File: config.mk
export PLATFORM = sky130hd
export DESIGN_NAME = usb_serial_tx
export DESIGN_NICKNAME = d
export VERILOG_FILES = /design/src/rtl/usb_serial_tx.sv
export SDC_FILE = /design/constraint.sdc
export NUM_CORES = 1
export LEC_CHECK = 0
export ABC_AREA = 0
export BUFFER_PORTS_ARGS = -buffer_cell sky130_fd_sc_hd__buf_2
export CAP_MARGIN = 0
export CORE_ASPECT_RATIO = 1.1
export CORE_MARGIN = 4
export CORE_UTILIZATION = 40
export CTS_BUF_LIST = sky130_fd_sc_hd__clkbuf_8
export CTS_CLUSTER_SIZE = 25
export DETAILED_ROUTE_END_ITERATION = 10
export GPL_ROUTABILITY_DRIVEN = 0
export GPL_TIMING_DRIVEN = 0
export HOLD_SLACK_MARGIN = 0.15
export MAX_ROUTING_LAYER = met4
export SYNTH_ARGS = -nofsm -noshare
export SYNTH_HDL_FRONTEND = slang
export SYNTH_SLANG_ARGS = --single-unit
File: constraint.sdc
create_clock -name clk -period 3.27 [get_ports clk]
set_input_delay 0.1635 -clock clk [delete_from_list [all_inputs] [get_ports clk]]
set_output_delay 0.1635 -clock clk [all_outputs]
set_load 0.01 [all_outputs]
File: src/rtl/usb_serial_tx.sv
// USB serialiser / line driver.
// Takes packet bytes over a valid/ready stream, prepends SYNC, NRZI-encodes
// LSB-first with bit stuffing, appends EOP and drives D+/D- with output enable.
// Each clk cycle is one line symbol; full/low speed is latched per packet.
module usb_serial_tx #(
    parameter int SYNC_BITS      = 8,
    parameter int STUFF_LEN      = 6,
    parameter int EOP_SE0_CYCLES = 2
) (
    input  logic       clk,
    input  logic       rst,
    input  logic       ls_mode,
    input  logic [7:0] tx_data,
    input  logic       tx_valid,
    input  logic       tx_last,
    output logic       tx_ready,
    output logic       d_plus,
    output logic       d_minus,
    output logic       tx_oe,
    output logic       busy,
    output logic       underrun
);

    typedef enum logic [2:0] {IDLE, SYNC, DATA, EOP_SE0, EOP_J} state_t;

    localparam logic [7:0] SYNC_LAST = 8'(SYNC_BITS - 1);
    localparam logic [7:0] STUFF_MAX = 8'(STUFF_LEN);
    localparam logic [7:0] EOP_LAST  = 8'(EOP_SE0_CYCLES - 1);
    localparam logic [7:0] BIT_LAST  = 8'd7;

    state_t     state, state_n;
    logic [7:0] cnt, cnt_n;
    logic [7:0] ones, ones_n;
    logic [7:0] shifter, shifter_n;
    logic [7:0] hold_data;
    logic [7:0] load_byte;
    logic       shift_last, shift_last_n;
    logic       level, level_n;
    logic       ls_lat, ls_n;
    logic       hold_last, hold_full, last_seen;
    logic       accept, load, bypass;
    logic       emit_data, emit_bit;
    logic       sym_oe, sym_se0, line_ls, underrun_n;

    // A byte can only enter while the packet is still collecting data and
    // the packet's final byte has not been taken yet.
    assign tx_ready = !rst && !hold_full && !last_seen &&
                      (state == IDLE || state == SYNC || state == DATA);
    assign accept   = tx_valid && tx_ready;
    // A byte arriving exactly at the boundary goes straight to the shifter.
    assign bypass   = load && !hold_full;

    // Next-state, next line symbol and datapath control for the coming cycle.
    always_comb begin
        state_n      = state;
        cnt_n        = cnt;
        ones_n       = ones;
        level_n      = level;
        shifter_n    = shifter;
        shift_last_n = shift_last;
        ls_n         = ls_lat;
        load         = 1'b0;
        emit_data    = 1'b0;
        emit_bit     = 1'b0;
        sym_oe       = 1'b1;
        sym_se0      = 1'b0;
        underrun_n   = 1'b0;
        load_byte    = hold_full ? hold_data : tx_data;

        case (state)
            IDLE: begin
                sym_oe = 1'b0;
                if (accept) begin
                    state_n   = SYNC;
                    ls_n      = ls_mode;
                    cnt_n     = '0;
                    sym_oe    = 1'b1;
                    emit_data = 1'b1;
                    emit_bit  = 1'b0;
                end
            end
            SYNC, DATA: begin
                if (state == SYNC && cnt != SYNC_LAST) begin
                    cnt_n     = cnt + 8'd1;
                    emit_data = 1'b1;
                    emit_bit  = (cnt_n == SYNC_LAST);
                end else if (ones == STUFF_MAX) begin
                    level_n = ~level;
                    ones_n  = '0;
                end else if (state == DATA && cnt != BIT_LAST) begin
                    cnt_n     = cnt + 8'd1;
                    shifter_n = {1'b0, shifter[7:1]};
                    emit_data = 1'b1;
                    emit_bit  = shifter[0];
                end else if (state == DATA && shift_last) begin
                    state_n = EOP_SE0;
                    cnt_n   = '0;
                    sym_se0 = 1'b1;
                end else if (hold_full || accept) begin
                    state_n      = DATA;
                    cnt_n        = '0;
                    load         = 1'b1;
                    shifter_n    = {1'b0, load_byte[7:1]};
                    shift_last_n = hold_full ? hold_last : tx_last;
                    emit_data    = 1'b1;
                    emit_bit     = load_byte[0];
                end else begin
                    underrun_n = 1'b1;
                    state_n    = EOP_SE0;
                    cnt_n      = '0;
                    sym_se0    = 1'b1;
                end
            end
            EOP_SE0: begin
                if (cnt != EOP_LAST) begin
                    cnt_n   = cnt + 8'd1;
                    sym_se0 = 1'b1;
                end else begin
                    state_n = EOP_J;
                    level_n = 1'b1;
                end
            end
            EOP_J: begin
                state_n = IDLE;
                sym_oe  = 1'b0;
                level_n = 1'b1;
            end
            default: begin
                state_n = IDLE;
                sym_oe  = 1'b0;
                level_n = 1'b1;
            end
        endcase

        if (emit_data) begin
            if (emit_bit) begin
                ones_n = ones + 8'd1;
            end else begin
                ones_n  = '0;
                level_n = ~level;
            end
        end

        line_ls = (state_n == IDLE) ? ls_mode : ls_n;
    end

    // FSM, shifter, counters and the one-byte holding register.
    always_ff @(posedge clk) begin
        if (rst) begin
            state      <= IDLE;
            cnt        <= '0;
            ones       <= '0;
            shifter    <= '0;
            shift_last <= 1'b0;
            level      <= 1'b1;
            ls_lat     <= 1'b0;
            hold_data  <= '0;
            hold_last  <= 1'b0;
            hold_full  <= 1'b0;
            last_seen  <= 1'b0;
        end else begin
            state      <= state_n;
            cnt        <= cnt_n;
            ones       <= ones_n;
            shifter    <= shifter_n;
            shift_last <= shift_last_n;
            level      <= level_n;
            ls_lat     <= ls_n;
            if (accept && !bypass) begin
                hold_data <= tx_data;
                hold_last <= tx_last;
                hold_full <= 1'b1;
            end else if (load) begin
                hold_full <= 1'b0;
            end
            if (accept && tx_last) begin
                last_seen <= 1'b1;
            end else if (state == EOP_J) begin
                last_seen <= 1'b0;
            end
        end
    end

    // Registered line outputs: J/K mapped through the speed polarity, SE0 forces both low.
    always_ff @(posedge clk) begin
        if (rst) begin
            d_plus   <= 1'b1;
            d_minus  <= 1'b0;
            tx_oe    <= 1'b0;
            busy     <= 1'b0;
            underrun <= 1'b0;
        end else begin
            d_plus   <= !sym_se0 && (level_n ^ line_ls);
            d_minus  <= !sym_se0 && !(level_n ^ line_ls);
            tx_oe    <= sym_oe;
            busy     <= sym_oe;
            underrun <= underrun_n;
        end
    end

endmodule

==> results.txt, run 1 <==
----------------------------------------------------
[Timing]
  Unrepaired setup endpoints after global routing ... no
  Final Slew Violations ... 0
  Worst setup margin ... 0.6790 ns
  Final hold vios ... 0
  Worst Max-Slew Pin Slew ... 0.6363 ns
  Total Negative Setup Slacks ... 0 ns
  Time the worst path needs with I/O delays and setup ... 2.591 ns
  Portion of the clock cycle consumed by the worst path in the final layout ... 79.24%
  Total of endpoints with negative setup slack in the final report ... 0
  Maximum operating frequency ... 0.3860 GHz
  Remaining max-slew budget at the tightest pin ... 57.35%
  Clock skew after layout ... 0.007599 ns

[Clock tree]
  Clock buffers created by TritonCTS ... 5
  Maximum count of clock buffers along a single path ... 2
  Number of setup buffers added after CTS ... 0
  Deepest level of the CTS H-tree ... 2
  TritonCTS Sinks ... 44
  Clk Latency, worst-skew pair ... 0.30 ns
  Post-CTS clock slew at the launch and capture registers of the worst setup and hold paths ... 0.09 ns
  Clock tree from TritonCTS ... built
  Root buf cell ... sky130_fd_sc_hd__clkbuf_8

[Logic synthesis]
  Cell area after synthesis ... 2464 um2
  Syn Nets ... 310
  Flip-flop and latch count after synthesis ... 44
  Dominant cells by area after synthesis ... sky130_fd_sc_hd__dfxtp_1 (36%), sky130_fd_sc_hd__nor2_1 (8.7%), sky130_fd_sc_hd__mux2i_1 (7.7%)
  Sequential fraction of the synthesis area ... 35.75%
  Cell with the most instances after synthesis ... sky130_fd_sc_hd__nor2_1
  Share of the synthesized area in the top cell type ... 35.75%
  Library cells used by synthesis ... 56
  Most common flop cell mapped by yosys ... sky130_fd_sc_hd__dfxtp_1
  Syn Inst Count ... 292
  Synth area leader ... sky130_fd_sc_hd__dfxtp_1
  Mean instance size in the synthesized netlist ... 8.437 um2
  Leading post-synthesis cells by instance count ... sky130_fd_sc_hd__nor2_1 (57), sky130_fd_sc_hd__dfxtp_1 (44), sky130_fd_sc_hd__a21oi_1 (34)
  Total number of yosys warnings ... 0
  Number of synthesized flops with an enable pin ... 0
  Fraction of synthesis flops using an asynchronous set or reset pin ... 0%

[Routing]
  Number of routed nets with antenna violations ... 0
  Ratio of routed vias to standard cells ... 5.262
  Avg WL per Cell ... 13.12 um
  DRC violation count after routing ... 0
  Final WL ... 5.302 mm
  Total number of vias ... 2126
  Number of detailed-route iterations in the first pass ... 4
  Starting DRC count in detailed routing ... 144

[Pwr]
  Static leakage ... 1.122 nW
  Sw Share ... 35.92%
  PwrDens ... 607.8 nW/um2
  Share of power burned in the clock network ... 24.7%
  Switching power ... 0.6245 mW
  Worst VDD drop ... 0.0002325 V
  Combinational cell fraction of total power ... 37.6%
  Internal Power ... 1.114 mW
  Sequential group share of total power ... 37.7%

[Die]
  Die Height ... 90.31 um
  Io pins ... 19
  Initial Util ... 41.91%
  DIE WIDTH ... 82.83 um
  # rows ... 29
  Area of the core ... 5878 um2
  Area of the die ... 7480 um2

[Place]
  Half-perimeter wire length of the detailed placement result ... 3.812 mm
  Pre-CTS setup slack ... 0.6694 ns
  Number of buffers added on ports ... 17

[Final layout]
  Core occupancy in the finished layout ... 48.66%
  Area Overhead vs Synth ... 16.10%
  Number of nets in the finished design ... 344
  Number of fill cells in the layout ... 582
  Proportion of layout cells with a drive suffix above 1 ... 15.60%
  Ant diodes ... 0

[Setup path]
  Data arrival, critical path ... 2.82 ns
  Crit path kind ... flip-flop to flip-flop
  Critical Path, Cell by Cell ... ha_1 > nand4bb_1 > o21a_1 > buf_6 > a211oi_2 > o21ai_2 > a21oi_1 > o21ai_0 > a21oi_1
  Slowest cell on the critical path ... sky130_fd_sc_hd__a21oi_1
  Crit path max fanout ... 10
  Kind of capture point of the worst setup path ... flip-flop
  Critical Path Max Stage Delay ... 0.46 ns
  Startpoint kind of the worst setup timing path ... flip-flop
  Required time of the critical path ... 3.50 ns
  Internal reg-to-reg setup slack ... 0.68 ns
  Most common cell on crit path ... sky130_fd_sc_hd__a21oi_1

[GRT]
  Antenna violations before repair ... 0
  Congestion Overflow GR ... 0
  Overall track demand over capacity in global routing ... 15.20%
  Maximum number of pins on one net before global-route repair ... 16
  Via count of the first global-routing pass ... 2067
  First-pass GRT wire length ... 9.480 mm

[Worst hold path]
  Type of the tightest min-delay check ... input port to flip-flop

[Run status]
  Outcome ... finished clean

[Flow run]
  Max-cap check violation count ... 0

----------------------------------------------------
cells by family after synthesis:
logic type      Yosys count  share of synthesized area [%]
simple gates            124                          27.63
compound gates           75                          20.42
flops                    44                          35.75
buf+inv                  21                          4.418
mux                      20                          8.177
fa+ha+maj                 5                          2.539
xor+xnor                  3                          1.067
critical path, delay by kind of cell (launching register included):
family	cells	cell delay, ns
and+or+nand+nor	1	0.23
adders and majority gates	1	0.31
DFF	1	0.44
AOI/OAI and AO/OA	6	1.39
buffers and inverters	1	0.15
power groups by stage:
stage / sequential, mW / combinational [mW] / clock [mW]
2_1_floorplan: 0.665 / 0.503 / 0
3_3_place_gp: 0.668 / 0.644 / 0
3_5_place_dp: 0.669 / 0.645 / 0
4_1_cts: 0.656 / 0.657 / 0.443
5_1_grt: 0.668 / 0.732 / 0.463
6_report: 0.656 / 0.653 / 0.429
per-stage QoR:
| stage | std cells | hold WS [ns] | instance area (um2) | power [mW] |
|---|---|---|---|---|
| 2_1_floorplan | 292 | 0.3074 | 2464 | 1.169 |
| 3_3_place_gp | 386 | 0.4104 | 2645 | 1.312 |
| 3_5_place_dp | 386 | 0.4215 | 2645 | 1.314 |
| 4_1_cts | 404 | 0.1535 | 2860 | 1.757 |
| 5_1_grt | 404 | 0.1715 | 2860 | 1.863 |
| 6_report | 404 | 0.1649 | 2860 | 1.738 |
path summary, 6_finish.rpt:
kind,start,end,cells after the start
worst min-delay path,tx_valid,busy$_SDFF_PP0_,3
worst max register to register,cnt[0]$_SDFFE_PP0P_,ones[5]$_SDFFE_PP0P_,9
worst min register to register,hold_last$_SDFFE_PP0P_,hold_last$_SDFFE_PP0P_,2
worst max-delay path,cnt[0]$_SDFFE_PP0P_,ones[5]$_SDFFE_PP0P_,9
sequential cells by signal, indices dropped and copies added, names as in the netlist, 3 cells and up:
register,count
cnt,8
hold_data,8
ones,8
shifter,7
state,3
layout make-up:
| class | count | area, um2 | share of cell area (%) |
|---|---|---|---|
| buffer | 15 | 86.33 | 3.018 |
| clock inverter | 3 | 46.29 | 1.619 |
| timing repair buffer | 27 | 185.2 | 6.474 |
| tap | 77 | 96.34 | 3.368 |
| multi-input combinational | 227 | 1474 | 51.53 |
| inverter | 6 | 22.52 | 0.7874 |
| clock buffer | 5 | 68.82 | 2.406 |
| sequential | 44 | 880.8 | 30.80 |
placed cells by master, fill, tap and decap left out, drive strengths merged, types with 2 or more instances in the layout:
cell         instances
nor3                 8
or4                  2
and2                 2
nand2b               3
and3                 7
nor2                57
o21ai               15
nor4b                3
or3                  6
mux2i               19
inv                  7
o211ai               2
nor4                 2
a21oi               34
nand2               13
nand3b               3
a21o                 2
dlygate4sd3         10
or3b                 5
clkbuf              13
o21a                 2
o31ai                4
dfxtp               44
xnor2                3
a211oi               3
a22oi                2
buf                 24
ha                   5
a31oi                3
nor3b                2
nand3                6
and2b                2
metal layers:
metal	track usage [%]	up-vias	part of all wire, %
li1	-	1110	-
met4	3.270	0	0.79
met5	-	-	0
met3	3.102	4	2.7
met1	19.09	986	49
met2	25.27	26	47
what timing repair did:
| item | 4_1_cts | 5_1_grt |
|---|---|---|
| setup endpoints to repair | 0 | 0 |
| resized for setup | 0 | 0 |
| hold buffers | 10 | 0 |
| endpoints found under the hold margin | 10 | 0 |
Power figures use the tool's default switching activity.
==> run 2, diff against run 1 <==
==> constraint.sdc (replaced) <==
create_clock -name clk -period 2.22 [get_ports clk]
set_input_delay 0.111 -clock clk [delete_from_list [all_inputs] [get_ports clk]]
set_output_delay 0.111 -clock clk [all_outputs]
set_load 0.01 [all_outputs]
==> run 2 against run 1 <==
  * The run now ends with negative setup slack left
  * Core utilization up 5.6 points
  * Highest routed layer unchanged
  * First-iteration DRC count down 2.8%
  * Via count up 5.3%
  * Clock power up 27%
  * Non-clock buffer count up 17
  * Clock skew up 0.0025 ns
  * Die area unchanged
  * Register-to-register slack worse by 0.75 ns
  * Routed wire length up 11%
  * Clock-buffer cell count up 1
==> results.txt, run 2 (synthesis results as in run 1) <==
----------------------------------------------------
[Worst hold path]
  Cell depth of the worst hold path ... 2 (-1)
  Type of the tightest min-delay check ... input port to flip-flop
  Worst hold path startpoint ... rst
  Worst hold path endpoint ... hold_full$_SDFFE_PP0P_

[Run status]
  Failing checks ... negative setup slack
  Outcome ... finished with violations

[Timing]
  Portion of the clock cycle consumed by the worst path in the final layout ... 103.1% (+24 points)
  Maximum operating frequency ... 0.4369 GHz (+13%)
  Remaining max-slew budget at the tightest pin ... 55.48% (-1.9 points)
  Total of endpoints with negative setup slack in the final report ... 4 (+4)
  Total Negative Setup Slacks ... -0.1379 ns (-0.1379 ns)
  Final hold vios ... 0 (unchanged)
  Worst Max-Slew Pin Slew ... 0.6677 ns (+0.03147 ns)
  Time the worst path needs with I/O delays and setup ... 2.289 ns (-0.3022 ns)
  Final Slew Violations ... 0 (unchanged)
  Worst setup margin ... -0.06877 ns (-0.7478 ns)
  Clock skew after layout ... 0.01006 ns (+0.002457 ns)
  Unrepaired setup endpoints after global routing ... yes

[Place]
  Number of buffers added on ports ... 17 (unchanged)
  Half-perimeter wire length of the detailed placement result ... 3.931 mm (+3.1%)

[Routing]
  Avg WL per Cell ... 13.97 um (+6.5%)
  Total number of vias ... 2239 (+5.3%)
  Number of detailed-route iterations in the first pass ... 4 (unchanged)
  Number of routed nets with antenna violations ... 0 (unchanged)
  Final WL ... 5.897 mm (+11%)
  Ratio of routed vias to standard cells ... 5.306 (+0.82%)
  DRC violation count after routing ... 0 (unchanged)
  Starting DRC count in detailed routing ... 140 (-2.8%)

[Pwr]
  Static leakage ... 1.238 nW (+10%)
  Worst VDD drop ... 0.0004167 V (+79%)
  PwrDens ... 852.2 nW/um2 (+40%)
  Total power draw ... 2.717 mW (+56%)

[Die]
  # rows ... 29 (unchanged)
  DIE WIDTH ... 82.83 um (unchanged)
  Initial Util ... 41.91% (unchanged)
  Area of the die ... 7480 um2 (unchanged)
  Die Height ... 90.31 um (unchanged)
  Area of the core ... 5878 um2 (unchanged)
  Io pins ... 19 (unchanged)

[Setup path]
  Required time of the critical path ... 2.43 ns (-1.07 ns)
  Data arrival, critical path ... 2.50 ns (-0.32 ns)
  Worst R2R End ... d_minus$_SDFF_PP0_
  Crit path kind ... flip-flop to flip-flop
  Crit path max fanout ... 6 (-4)
  Startpoint kind of the worst setup timing path ... flip-flop
  Critical Path Max Stage Delay ... 0.43 ns (-0.03 ns)
  Worst r2r path cells ... 7 (-2)
  Kind of capture point of the worst setup path ... flip-flop
  Critical Path, Cell by Cell ... or3_4 > o21bai_4 > nand3_4 > o32a_4 > and3_4 > o31a_1 > o21a_1
  Slowest cell on the critical path ... sky130_fd_sc_hd__o32a_4
  Internal reg-to-reg setup slack ... -0.07 ns (-0.75 ns)
  Origin of the critical flop-to-flop path ... cnt[7]$_SDFFE_PP0P_

[Clock tree]
  Clk Latency, worst-skew pair ... 0.31 ns (about the same)
  TritonCTS Sinks ... 44 (unchanged)
  Post-CTS clock slew at the launch and capture registers of the worst setup and hold paths ... 0.09 ns (about the same)
  Root buf cell ... sky130_fd_sc_hd__clkbuf_8
  Clock buffers created by TritonCTS ... 5 (unchanged)
  Clock tree from TritonCTS ... built
  Maximum count of clock buffers along a single path ... 2 (unchanged)
  Deepest level of the CTS H-tree ... 2 (unchanged)

[Final layout]
  Most frequent standard cell in the layout excluding fill and tap cells ... sky130_fd_sc_hd__nor2_1
  Area Overhead vs Synth ... 29.41%
  Number of nets in the finished design ... 362 (+5.2%)
  Top Registers ... cnt (8), hold_data (8), ones (8)
  Ant diodes ... 0 (unchanged)
  Commonest cells after routing, fill and taps aside ... sky130_fd_sc_hd__nor2_1 (55), sky130_fd_sc_hd__dfxtp_1 (33), sky130_fd_sc_hd__a21oi_1 (28)
  Proportion of layout cells with a drive suffix above 1 ... 29.86% (+14 points)

[Flow run]
  Max-cap check violation count ... 0 (unchanged)

[GRT]
  Maximum number of pins on one net before global-route repair ... 15 (-1)
  Via count of the first global-routing pass ... 2103 (+1.7%)
  Overall track demand over capacity in global routing ... 15.89% (+0.69 points)
  Antenna violations before repair ... 0 (unchanged)
  First-pass GRT wire length ... 9.708 mm (+2.4%)
  Congestion Overflow GR ... 0 (unchanged)

----------------------------------------------------
[run 2: cell types whose count changed in the layout (fill, tap and decap cells not counted), moves of 4 or more]
| cell | previous run | this run |
|---|---|---|
| sky130_fd_sc_hd__o21ai_1 | 0 | 4 |
| sky130_fd_sc_hd__dfxtp_2 | 0 | 5 |
| sky130_fd_sc_hd__a21oi_1 | 34 | 28 |
| sky130_fd_sc_hd__a21oi_2 | 0 | 6 |
| sky130_fd_sc_hd__o21ai_0 | 14 | 9 |
| sky130_fd_sc_hd__buf_4 | 1 | 16 |
| sky130_fd_sc_hd__dfxtp_1 | 44 | 33 |
| sky130_fd_sc_hd__dfxtp_4 | 0 | 6 |
[run 2: power breakdown]
part           switching (mW)  internal [mW]  leakage, nW
sequential             0.0778          0.895        0.364
combinational           0.653          0.544        0.830
clock                   0.294          0.252       0.0434
[run 2: per-layer routing]
metal	part of all wire, %	vias up	wire length [um]	track usage [%]
met5	0	-	0	-
met4	1.5	0	88	6.267
met3	3.1	6	181	3.193
met2	49	37	2895	25.47
met1	46	1043	2731	19.61
li1	-	1153	-	-
[run 2: worst max path at each step]
stage                         startpoint                   end  slack (ns)  cells after the start
global route         state[0]$_SDFF_PP0_    d_minus$_SDFF_PP0_       -0.13                      7
floorplan            cnt[3]$_SDFFE_PP0P_    d_minus$_SDFF_PP0_      -0.003                      8
finish               cnt[7]$_SDFFE_PP0P_    d_minus$_SDFF_PP0_       -0.07                      7
global placement     cnt[0]$_SDFFE_PP0P_  ones[3]$_SDFFE_PP0P_       -0.21                      9
CTS                  cnt[3]$_SDFFE_PP0P_    d_minus$_SDFF_PP0_       -0.04                      7
detailed placement  ones[0]$_SDFFE_PP0P_   cnt[0]$_SDFFE_PP0P_       -0.25                     10
[run 2: metrics by stage]
step	std cells	area, um2	utilization, %	worst slack [ns]	hold slack, ns
floorplan	292	2495	-	-0.003066	0.2549
global placement	386	2676	45.53	-0.2070	0.3563
detailed placement	386	2676	45.53	-0.2460	0.3771
CTS	415	3013	51.26	-0.03801	0.2240
global route	422	3188	54.24	-0.1281	0.2513
finish	422	3188	54.24	-0.06877	0.2360
[run 2: worst max-delay path: cells and delay by family (launching register included)]
family / cells / cell delay (ns)
simple gates: 3 / 0.74
flops: 1 / 0.34
compound gates: 4 / 1.10
[run 2: repair_timing]
action                                  in CTS  in global routing
hold endpoints to repair                    12                  0
gates resized for setup                     23                 33
gates cloned                                 1                  1
hold buffers                                11                  0
buffers inserted                            10                  7
pin swaps                                    8                 15
endpoints found under the setup margin      35                 31
[run 2: cell type report]
type | count | area [um2]
Buffer | 14 | 87.58
Inverter | 6 | 22.52
Clock inverter | 2 | 15.01
Fill cell | 559 | 2690
Tap cell | 77 | 96.34
Sequential cell | 44 | 909.6
Timing Repair Buffer | 45 | 324.1
Clock buffer | 6 | 82.58
Multi-Input combinational cell | 228 | 1650
